$ cat src/rtl/mc_controller.sv
// mc_controller
//
// Multi-cycle control FSM for the MIPS-subset datapath. One ALU and one
// unified instruction/data memory port are shared across the fetch, decode,
// execute, memory and writeback cycles of each instruction.
//
// Memory handshake: mem_req is held high for the whole access. The access
// completes in the cycle where mem_req=1 and mem_ready=1. mem_ready is ignored
// in states that do not request. With MEM_TIMEOUT != 0, an access that has
// already waited MEM_TIMEOUT cycles and still sees mem_ready=0 is abandoned.
// mem_err then pulses for that one cycle and the FSM returns to FETCH.
//
// Ports
//   clk          system clock, rising edge
//   rst          asynchronous active-low reset
//   opcode       instr[31:26] from the instruction register
//   funct        instr[5:0] from the instruction register
//   zero         ALU zero flag
//   mem_ready    memory completes the current access this cycle
//   mem_req      memory access request
//   mem_we       write qualifier for mem_req
//   iord         memory address select: 0 = PC, 1 = ALU-out register
//   ir_write     load instruction register
//   pc_en        PC load enable = pc_write | (branch & zero)
//   pc_src       00 ALU result, 01 ALU-out register, 10 jump address
//   reg_dst      0 = rt, 1 = rd
//   mem_to_reg   0 = ALU-out register, 1 = memory data register
//   reg_write    register file write enable
//   alu_src_a    0 = PC, 1 = rs
//   alu_src_b    00 rt, 01 constant 4, 10 sign-extended imm, 11 imm<<2
//   alu_control  010 add, 110 sub, 000 and, 001 or, 111 slt
//   illegal      unsupported opcode/funct pulse
//   mem_err      memory timeout pulse
//   state        current FSM state (debug)

module mc_controller #(
    parameter int unsigned MEM_TIMEOUT = 255
) (
    input  logic       clk,
    input  logic       rst,
    input  logic [5:0] opcode,
    input  logic [5:0] funct,
    input  logic       zero,
    input  logic       mem_ready,
    output logic       mem_req,
    output logic       mem_we,
    output logic       iord,
    output logic       ir_write,
    output logic       pc_en,
    output logic [1:0] pc_src,
    output logic       reg_dst,
    output logic       mem_to_reg,
    output logic       reg_write,
    output logic       alu_src_a,
    output logic [1:0] alu_src_b,
    output logic [2:0] alu_control,
    output logic       illegal,
    output logic       mem_err,
    output logic [3:0] state
);

    localparam int CW = (MEM_TIMEOUT < 2) ? 1 : $clog2(MEM_TIMEOUT + 1);
    localparam logic [CW-1:0] TMO = CW'(MEM_TIMEOUT);

    localparam logic [5:0] OP_RTYPE = 6'b000000;
    localparam logic [5:0] OP_LW    = 6'b100011;
    localparam logic [5:0] OP_SW    = 6'b101011;
    localparam logic [5:0] OP_ADDI  = 6'b001000;
    localparam logic [5:0] OP_BEQ   = 6'b000100;
    localparam logic [5:0] OP_J     = 6'b000010;

    localparam logic [5:0] FN_ADD = 6'b100000;
    localparam logic [5:0] FN_SUB = 6'b100010;
    localparam logic [5:0] FN_AND = 6'b100100;
    localparam logic [5:0] FN_OR  = 6'b100101;
    localparam logic [5:0] FN_SLT = 6'b101010;

    typedef enum logic [3:0] {
        S_RST     = 4'd0,
        S_FETCH   = 4'd1,
        S_DECODE  = 4'd2,
        S_MEMADR  = 4'd3,
        S_MEMRD   = 4'd4,
        S_MEMWB   = 4'd5,
        S_MEMWR   = 4'd6,
        S_EXEC    = 4'd7,
        S_ALUWB   = 4'd8,
        S_ADDI_EX = 4'd9,
        S_ADDI_WB = 4'd10,
        S_BRANCH  = 4'd11,
        S_JUMP    = 4'd12
    } state_e;

    state_e        state_q, state_d;
    logic [CW-1:0] wait_cnt_q, wait_cnt_d;
    logic          pc_write;
    logic          branch;
    logic          timeout_hit;

    // Only meaningful inside a requesting state: the access has used up its
    // wait budget and memory is still not ready.
    assign timeout_hit = (MEM_TIMEOUT != 0) && !mem_ready && (wait_cnt_q == TMO);

    always_ff @(posedge clk or negedge rst) begin
        if (!rst) begin
            state_q    <= S_RST;
            wait_cnt_q <= '0;
        end else begin
            state_q    <= state_d;
            wait_cnt_q <= wait_cnt_d;
        end
    end

    always_comb begin
        state_d     = state_q;
        mem_req     = 1'b0;
        mem_we      = 1'b0;
        iord        = 1'b0;
        ir_write    = 1'b0;
        pc_write    = 1'b0;
        branch      = 1'b0;
        pc_src      = 2'b00;
        reg_dst     = 1'b0;
        mem_to_reg  = 1'b0;
        reg_write   = 1'b0;
        alu_src_a   = 1'b0;
        alu_src_b   = 2'b00;
        alu_control = 3'b010;
        illegal     = 1'b0;
        mem_err     = 1'b0;
        wait_cnt_d  = '0;

        case (state_q)
            S_RST: begin
                alu_control = 3'b000;
                state_d     = S_FETCH;
            end
            S_FETCH: begin
                // ALU computes PC+4 every fetch cycle; the PC and IR only
                // load in the ready cycle so each instruction bumps PC once.
                mem_req   = 1'b1;
                alu_src_b = 2'b01;
                ir_write  = mem_ready;
                pc_write  = mem_ready;
                if (mem_ready) begin
                    state_d = S_DECODE;
                end else if (timeout_hit) begin
                    mem_err = 1'b1;
                    state_d = S_FETCH;
                end
            end
            S_DECODE: begin
                // Branch target precomputed into the ALU-out register.
                alu_src_b = 2'b11;
                case (opcode)
                    OP_RTYPE:     state_d = S_EXEC;
                    OP_LW, OP_SW: state_d = S_MEMADR;
                    OP_ADDI:      state_d = S_ADDI_EX;
                    OP_BEQ:       state_d = S_BRANCH;
                    OP_J:         state_d = S_JUMP;
                    default: begin
                        illegal = 1'b1;
                        state_d = S_FETCH;
                    end
                endcase
            end
            S_MEMADR: begin
                alu_src_a = 1'b1;
                alu_src_b = 2'b10;
                state_d   = (opcode == OP_LW) ? S_MEMRD : S_MEMWR;
            end
            S_MEMRD: begin
                mem_req = 1'b1;
                iord    = 1'b1;
                if (mem_ready) begin
                    state_d = S_MEMWB;
                end else if (timeout_hit) begin
                    mem_err = 1'b1;
                    state_d = S_FETCH;
                end
            end
            S_MEMWB: begin
                mem_to_reg = 1'b1;
                reg_write  = 1'b1;
                state_d    = S_FETCH;
            end
            S_MEMWR: begin
                mem_req = 1'b1;
                mem_we  = 1'b1;
                iord    = 1'b1;
                if (mem_ready) begin
                    state_d = S_FETCH;
                end else if (timeout_hit) begin
                    mem_err = 1'b1;
                    state_d = S_FETCH;
                end
            end
            S_EXEC: begin
                alu_src_a = 1'b1;
                state_d   = S_ALUWB;
                case (funct)
                    FN_ADD:  alu_control = 3'b010;
                    FN_SUB:  alu_control = 3'b110;
                    FN_AND:  alu_control = 3'b000;
                    FN_OR:   alu_control = 3'b001;
                    FN_SLT:  alu_control = 3'b111;
                    default: begin
                        alu_control = 3'b010;
                        illegal     = 1'b1;
                        state_d     = S_FETCH;
                    end
                endcase
            end
            S_ALUWB: begin
                reg_dst   = 1'b1;
                reg_write = 1'b1;
                state_d   = S_FETCH;
            end
            S_ADDI_EX: begin
                alu_src_a = 1'b1;
                alu_src_b = 2'b10;
                state_d   = S_ADDI_WB;
            end
            S_ADDI_WB: begin
                reg_write = 1'b1;
                state_d   = S_FETCH;
            end
            S_BRANCH: begin
                // Subtract rs-rt; zero feeds pc_en in this same cycle.
                alu_src_a   = 1'b1;
                alu_control = 3'b110;
                branch      = 1'b1;
                pc_src      = 2'b01;
                state_d     = S_FETCH;
            end
            S_JUMP: begin
                pc_src   = 2'b10;
                pc_write = 1'b1;
                state_d  = S_FETCH;
            end
            default: begin
                state_d = S_FETCH;
            end
        endcase

        // Counter is zero on entry to every requesting state because it is
        // cleared whenever an access ends (ready, abort) or no request is up.
        if (mem_req && !mem_ready && !timeout_hit && (MEM_TIMEOUT != 0)) begin
            wait_cnt_d = wait_cnt_q + CW'(1);
        end
    end

    assign pc_en = pc_write | (branch & zero);
    assign state = state_q;

endmodule

$ cat config.mk
export PLATFORM = sky130hd
export DESIGN_NAME = mc_controller
export DESIGN_NICKNAME = d
export VERILOG_FILES = /design/src/rtl/mc_controller.sv
export SDC_FILE = /design/constraint.sdc
export NUM_CORES = 1
export LEC_CHECK = 0
export ABC_CLOCK_PERIOD_IN_PS = 2400
export CAP_MARGIN = 15
export CORE_UTILIZATION = 43
export CTS_CLUSTER_SIZE = 12
export DETAILED_ROUTE_END_ITERATION = 8
export PLACE_DENSITY = 0.83
export SLEW_MARGIN = 20
export SYNTH_ARGS = -nofsm -noshare
export SYNTH_HDL_FRONTEND = slang
export SYNTH_SLANG_ARGS = --single-unit
export TNS_END_PERCENT = 100
$ cat constraint.sdc
create_clock -name clk -period 2.4 [get_ports clk]
set_clock_uncertainty 0.05 [all_clocks]
set_input_delay 0.36 -clock clk [delete_from_list [all_inputs] [get_ports clk]]
set_output_delay 0.36 -clock clk [all_outputs]
set_load 0.005 [all_outputs]
After elaboration in Yosys (flattened, before gate mapping):

Cells that the tools add are included.

* shift operators: 0
* divide/modulo/power cells: 0
* bitwise gates (word level): 2
* order comparisons: 0
* reduce and logical (&&, ||, !) cells: 15
* multiply operators: 0
* eq/ne operators: 23
* mux-type cells: 29
* $add $sub $neg: 1

Operator list (number)
* 6-bit == test (second input constant): 7
* 4-bit one-hot mux with 7 select lines: 1
* 4-bit == test (second input constant): 5
* 4-bit two-way mux: 5
* 4-bit one-hot mux with 5 select lines: 1
* 4-bit by 3-bit == test with 1-bit output (second input constant): 4
* 1-bit two-way mux: 14
* 3-bit one-hot mux with 4 select lines: 1
* 3-bit one-hot mux with 3 select lines: 1
* 8-bit by 1-bit adder with 8-bit output (second input constant): 1
* 4-bit by 2-bit == test with 1-bit output (second input constant): 2
* 8-bit == test (second input constant): 1
* 8-bit two-way mux: 1
* 6-bit by 2-bit == test with 1-bit output (second input constant): 1
* 6-bit by 3-bit == test with 1-bit output (second input constant): 1
* 6-bit by 4-bit == test with 1-bit output (second input constant): 1
* 6-bit logical NOT: 1
* 2-bit one-hot mux with 3 select lines: 1
* 2-bit OR reduction: 3
* 3-bit OR reduction: 2
* 6-bit OR reduction: 1
* 5-bit OR reduction: 1
* 4-bit by 1-bit == test with 1-bit output (second input constant): 1
* 4-bit logical NOT: 1
* 8 further kinds: 12

* latch bits: 0
* memories kept: 0
* output and inout bits: 22
* ROM bits: 0
* RAM bits: 0
* bits in registers: 12
* input bits: 16
* word-level logic and storage cells: 72

Longest topological paths before layout:

Gate-level depths: netlist of the first run.

* word-level depth: 6
* depth in mapped cells: 6
* mapped depth without buffers: 5

Least setup slack after synthesis of the first run:

Ideal clock, no wire load.

* path type: register to output
* start point: reg state_q[3] (netlist: state[3])
* end point: out alu_control[2]
* arrival: 1520 ps
* path buffers: 0
* setup slack: 470 ps
* cell stages (with the launch flop): 5
* path through: dfrtp_1 -> nand2b_4 -> or3_4 -> or4b_1 -> o21ai_1

* longest elaborated chain between the ends: 2

RTL lines
* from (decl): line 94 `state_e state_q, state_d;`
* from (signal assigned): line 109 `state_q <= state_d;`
* 4-bit == test (tied with other cells): line 133 `case (state_q)`
* 3-bit one-hot mux with 3 select lines *: line 133
* to (decl): line 56 `output logic [2:0] alu_control,`

Mark *: on every way between the ends. The rest lies on a longest branch, timed or not.

Final worst setup path of the first run:

* start point: in funct[4]
* end point: out alu_control[2]

* longest elaborated chain between the ends: 3

RTL lines
* from (decl): line 42 `input logic [5:0] funct,`
* 6-bit == test: line 201 `case (funct)`
* 3-bit one-hot mux with 4 select lines *: line 201
* 3-bit one-hot mux with 3 select lines *: line 133

Marks and branches as above.

==> results.sh, run 1 <==
export IMPL_io_pins=38
export IMPL_hold_viol_final=0
export IMPL_ctsHoldBuffers=0
export IMPL_cts_tree="done"
export IMPL_syn_to_final_growth_pct=59.62
export IMPL_slowest_delay_ns=0.49
export IMPL_cp_required_ns=1.99
export IMPL_drive_above_1_share=0.2330
export IMPL_power_density_nw_per_um2=733.1
export IMPL_dpl_cell_count=199
export IMPL_grt_max_degree=22
export IMPL_grt_usage=0.2440
export IMPL_critPathCaptureType="output pin"
export IMPL_yosys_most_used_dff="dfrtp_1"
export IMPL_slew_viol_final=0
export IMPL_dieArea_um2=2495
export IMPL_fin_crit_ns=2.361
export IMPL_clk_latency_ns=0.27
export IMPL_seq_area_frac_synth=0.3038
export IMPL_avgSynthCellArea_um2=7.845
export IMPL_vias_per_cell=5.488
export IMPL_peakVddDrop_uv=522.7
export IMPL_cp_slowest_cell="or4b_4"
export IMPL_setup_viol=0
export IMPL_synth_distinct_cells=42
export IMPL_drc=0
export IMPL_final_util=0.7652
export IMPL_fp_row_count=16
export IMPL_hold_ws_ns=0.3840
export IMPL_cts_root_buf="clkbuf_4"
export IMPL_hpwl_mm=2.126
export IMPL_syn_area_um2=988.4
export IMPL_grt_setup_unrepaired="true"
export IMPL_postSynth_asyncResetShare=1.000
export IMPL_synth_edf_count=0
export IMPL_drt_wl_total_mm=2.878
export IMPL_fmax_ghz=0.4235
export IMPL_gp_congestion=0.8124
export IMPL_die_width_um=49.95
export IMPL_post_route_period_util=0.9839
export IMPL_vias=1114
export IMPL_rr_endpoint="wait_cnt_q[0]"
export IMPL_start_kind="input pin"
export IMPL_worstHoldPathType="input pin to async pin"
export IMPL_crit_chain="clkdlybuf4s50_1 > nand2b_4 > or3_4 > or4b_4 > o21ai_2 > buf_2"
export IMPL_dieHeight_um=49.95
export IMPL_ant_nets=0
export IMPL_crit_type="input pin to output pin"
export IMPL_grt_first_pass_wirelength_mm=4.733
export IMPL_synth_cells=126
export IMPL_htreeDepth=1
export IMPL_syn_num_nets=143
export IMPL_coreArea_um2=2062
export IMPL_worstPathArrival_ns=1.95
export IMPL_worst_pin_slew_ns=0.5222
export IMPL_antenna_found_initial=0
export IMPL_detailedRoute_firstIterationViolations=18
export IMPL_numCtsBuffers=3
export IMPL_fin_setup_tns_ns=0
export IMPL_cts_max_path_buffers=2
export IMPL_regToRegSetupSlack_ns=0.71
export IMPL_cap_violations=0
export IMPL_worstPathMaxFanout=2
export IMPL_start_util=0.4794
export IMPL_clkSinkCount=12
export IMPL_grt_pass1_vias=1131
export IMPL_cp_startpoint="funct[4]"
export IMPL_firstDrtPassIters=4
export IMPL_grt_ovfl_total=0
export IMPL_leakage_uw=0.0006623
export IMPL_fillCellCount=144
export IMPL_diodes=0
export IMPL_ys_warn_count=0
export IMPL_synth_seq_cells=12
export IMPL_layout_cells_non_filler=203
export IMPL_r2r_start="state[1]"
export IMPL_clkTransAtPathRegs_ns=0.07
export IMPL_io_buffers=37
export IMPL_final_nets=195
export IMPL_relSlewSlack=0.6508
export IMPL_wire_per_inst_um=14.18
export IMPL_crit_end="alu_control[2]"
export IMPL_outcome="completed"
export IMPL_worstRegToRegCells=5
[stage by stage]
stage / total power [uW] / instance area [um2] / setup slack (ns)
after detailed placement: 990.5 / 1480 / -0.3729
after global placement: 975.2 / 1480 / -0.3212
after global routing: 1240 / 1578 / -0.03002
final: 1157 / 1578 / 0.03875
after floorplan: 647.6 / 988.4 / 0.4700
after CTS: 1118 / 1528 / -0.07568
[worst min path at each step]
stage	end	cells past startpoint
2_1_floorplan	state[0]	0
3_3_place_gp	wait_cnt_q[0]	1
3_5_place_dp	wait_cnt_q[0]	1
4_1_cts	wait_cnt_q[0]	1
5_1_grt	state[3]	1
6_report	wait_cnt_q[1]	1
[cell usage in the layout, fill, tap and decap left out, drive strengths merged, types with 2 or more instances in the layout]
| cell | count |
|---|---|
| or3 | 3 |
| a31oi | 2 |
| nor3b | 3 |
| nand3 | 3 |
| nand2 | 8 |
| xnor2 | 4 |
| clkbuf | 4 |
| dfrtp | 12 |
| nor3 | 4 |
| o21ai | 5 |
| or4 | 4 |
| nand3b | 2 |
| and3 | 3 |
| clkdlybuf4s50 | 29 |
| nor2b | 4 |
| dlygate4sd2 | 2 |
| dlymetal6s2s | 3 |
| buf | 19 |
| nand2b | 6 |
| a211o | 2 |
| xor2 | 4 |
| inv | 2 |
| or4b | 2 |
| nor2 | 21 |
| a21oi | 9 |
[state kept, by name, summed over array words and instances, names as in the netlist]
signal / count
wait_cnt_q: 8
state: 4
[synthesized netlist by cell type, types with 2 or more instances]
cell type,count,area share
xnor2_1,4,0.035
nand2b_1,5,0.032
and3_1,3,0.019
buf_2,2,0.010
xor2_1,4,0.035
clkbuf_1,5,0.019
or3_1,2,0.013
dfrtp_1,12,0.30
a21oi_1,9,0.046
nand3_1,3,0.015
nand2_1,8,0.030
a31oi_1,2,0.013
nor2b_1,4,0.025
o21ai_0,4,0.020
or4_1,4,0.030
nor3_1,4,0.020
nor3b_1,3,0.023
a211o_1,2,0.018
nor2_1,21,0.080
inv_1,2,0.0076
nand3b_1,2,0.015
[routing by layer]
| layer | up-vias | part of all wire | global-route usage |
|---|---|---|---|
| li1 | 555 | - | - |
| met1 | 528 | 0.47 | 0.3010 |
| met2 | 31 | 0.50 | 0.4324 |
| met3 | 0 | 0.033 | 0.05247 |
| met4 | 0 | 0 | 0.04762 |
| met5 | - | 0 | 0 |
[worst max-delay path: cells and delay by family]
| family | cells | cell delay (ns) |
|---|---|---|
| buffers and inverters | 2 | 0.52 |
| AO/OA/AOI/OAI | 1 | 0.06 |
| AND/OR/NAND/NOR | 3 | 1.00 |
[report_power, final]
group	internal [uW]	leakage (uW)	switching, uW
clock	58.0	0.0000138	60.4
sequential	236	0.000162	27.3
combinational	404	0.000487	371
[repair_timing]
item / 4_1_cts / 5_1_grt
resized for setup: 14 / 17
setup endpoints to repair: 5 / 5
setup buffers: 0 / 1
pin swaps: 0 / 2
[area by class of cell]
| class | instances | area [um2] | area share |
|---|---|---|---|
| well taps | 27 | 33.78 | 0.02141 |
| clock buffers | 3 | 22.52 | 0.01427 |
| inverters | 2 | 7.507 | 0.004758 |
| flip-flops and latches | 12 | 300.3 | 0.1903 |
| multi-input cells | 104 | 709.4 | 0.4496 |
| repair buffers | 55 | 504.2 | 0.3196 |
[kinds of logic after synthesis]
| family | after synthesis | synth area share |
|---|---|---|
| buffers and inverters | 10 | 0.04811 |
| adders and majority gates | 1 | 0.01266 |
| xor gates and xnor gates | 8 | 0.07088 |
| and+or+nand+nor | 69 | 0.3949 |
| AOI/OAI and AO/OA | 25 | 0.1582 |
| muxes | 1 | 0.01139 |
| DFF | 12 | 0.3038 |
(Power assumes the default switching activity.)
==> inputs of run 2 (changes only) <==
--- a/config.mk
+++ b/config.mk
@@ -8,7 +8,7 @@
 export ABC_CLOCK_PERIOD_IN_PS = 2400
 export CAP_MARGIN = 15
 export CORE_UTILIZATION = 43
-export CTS_CLUSTER_SIZE = 12
+export CTS_CLUSTER_SIZE = 40
 export DETAILED_ROUTE_END_ITERATION = 8
 export PLACE_DENSITY = 0.83
 export SLEW_MARGIN = 20
==> results of run 2 <==
No change in the layout: final DEF, timing and power equal those of run 1.
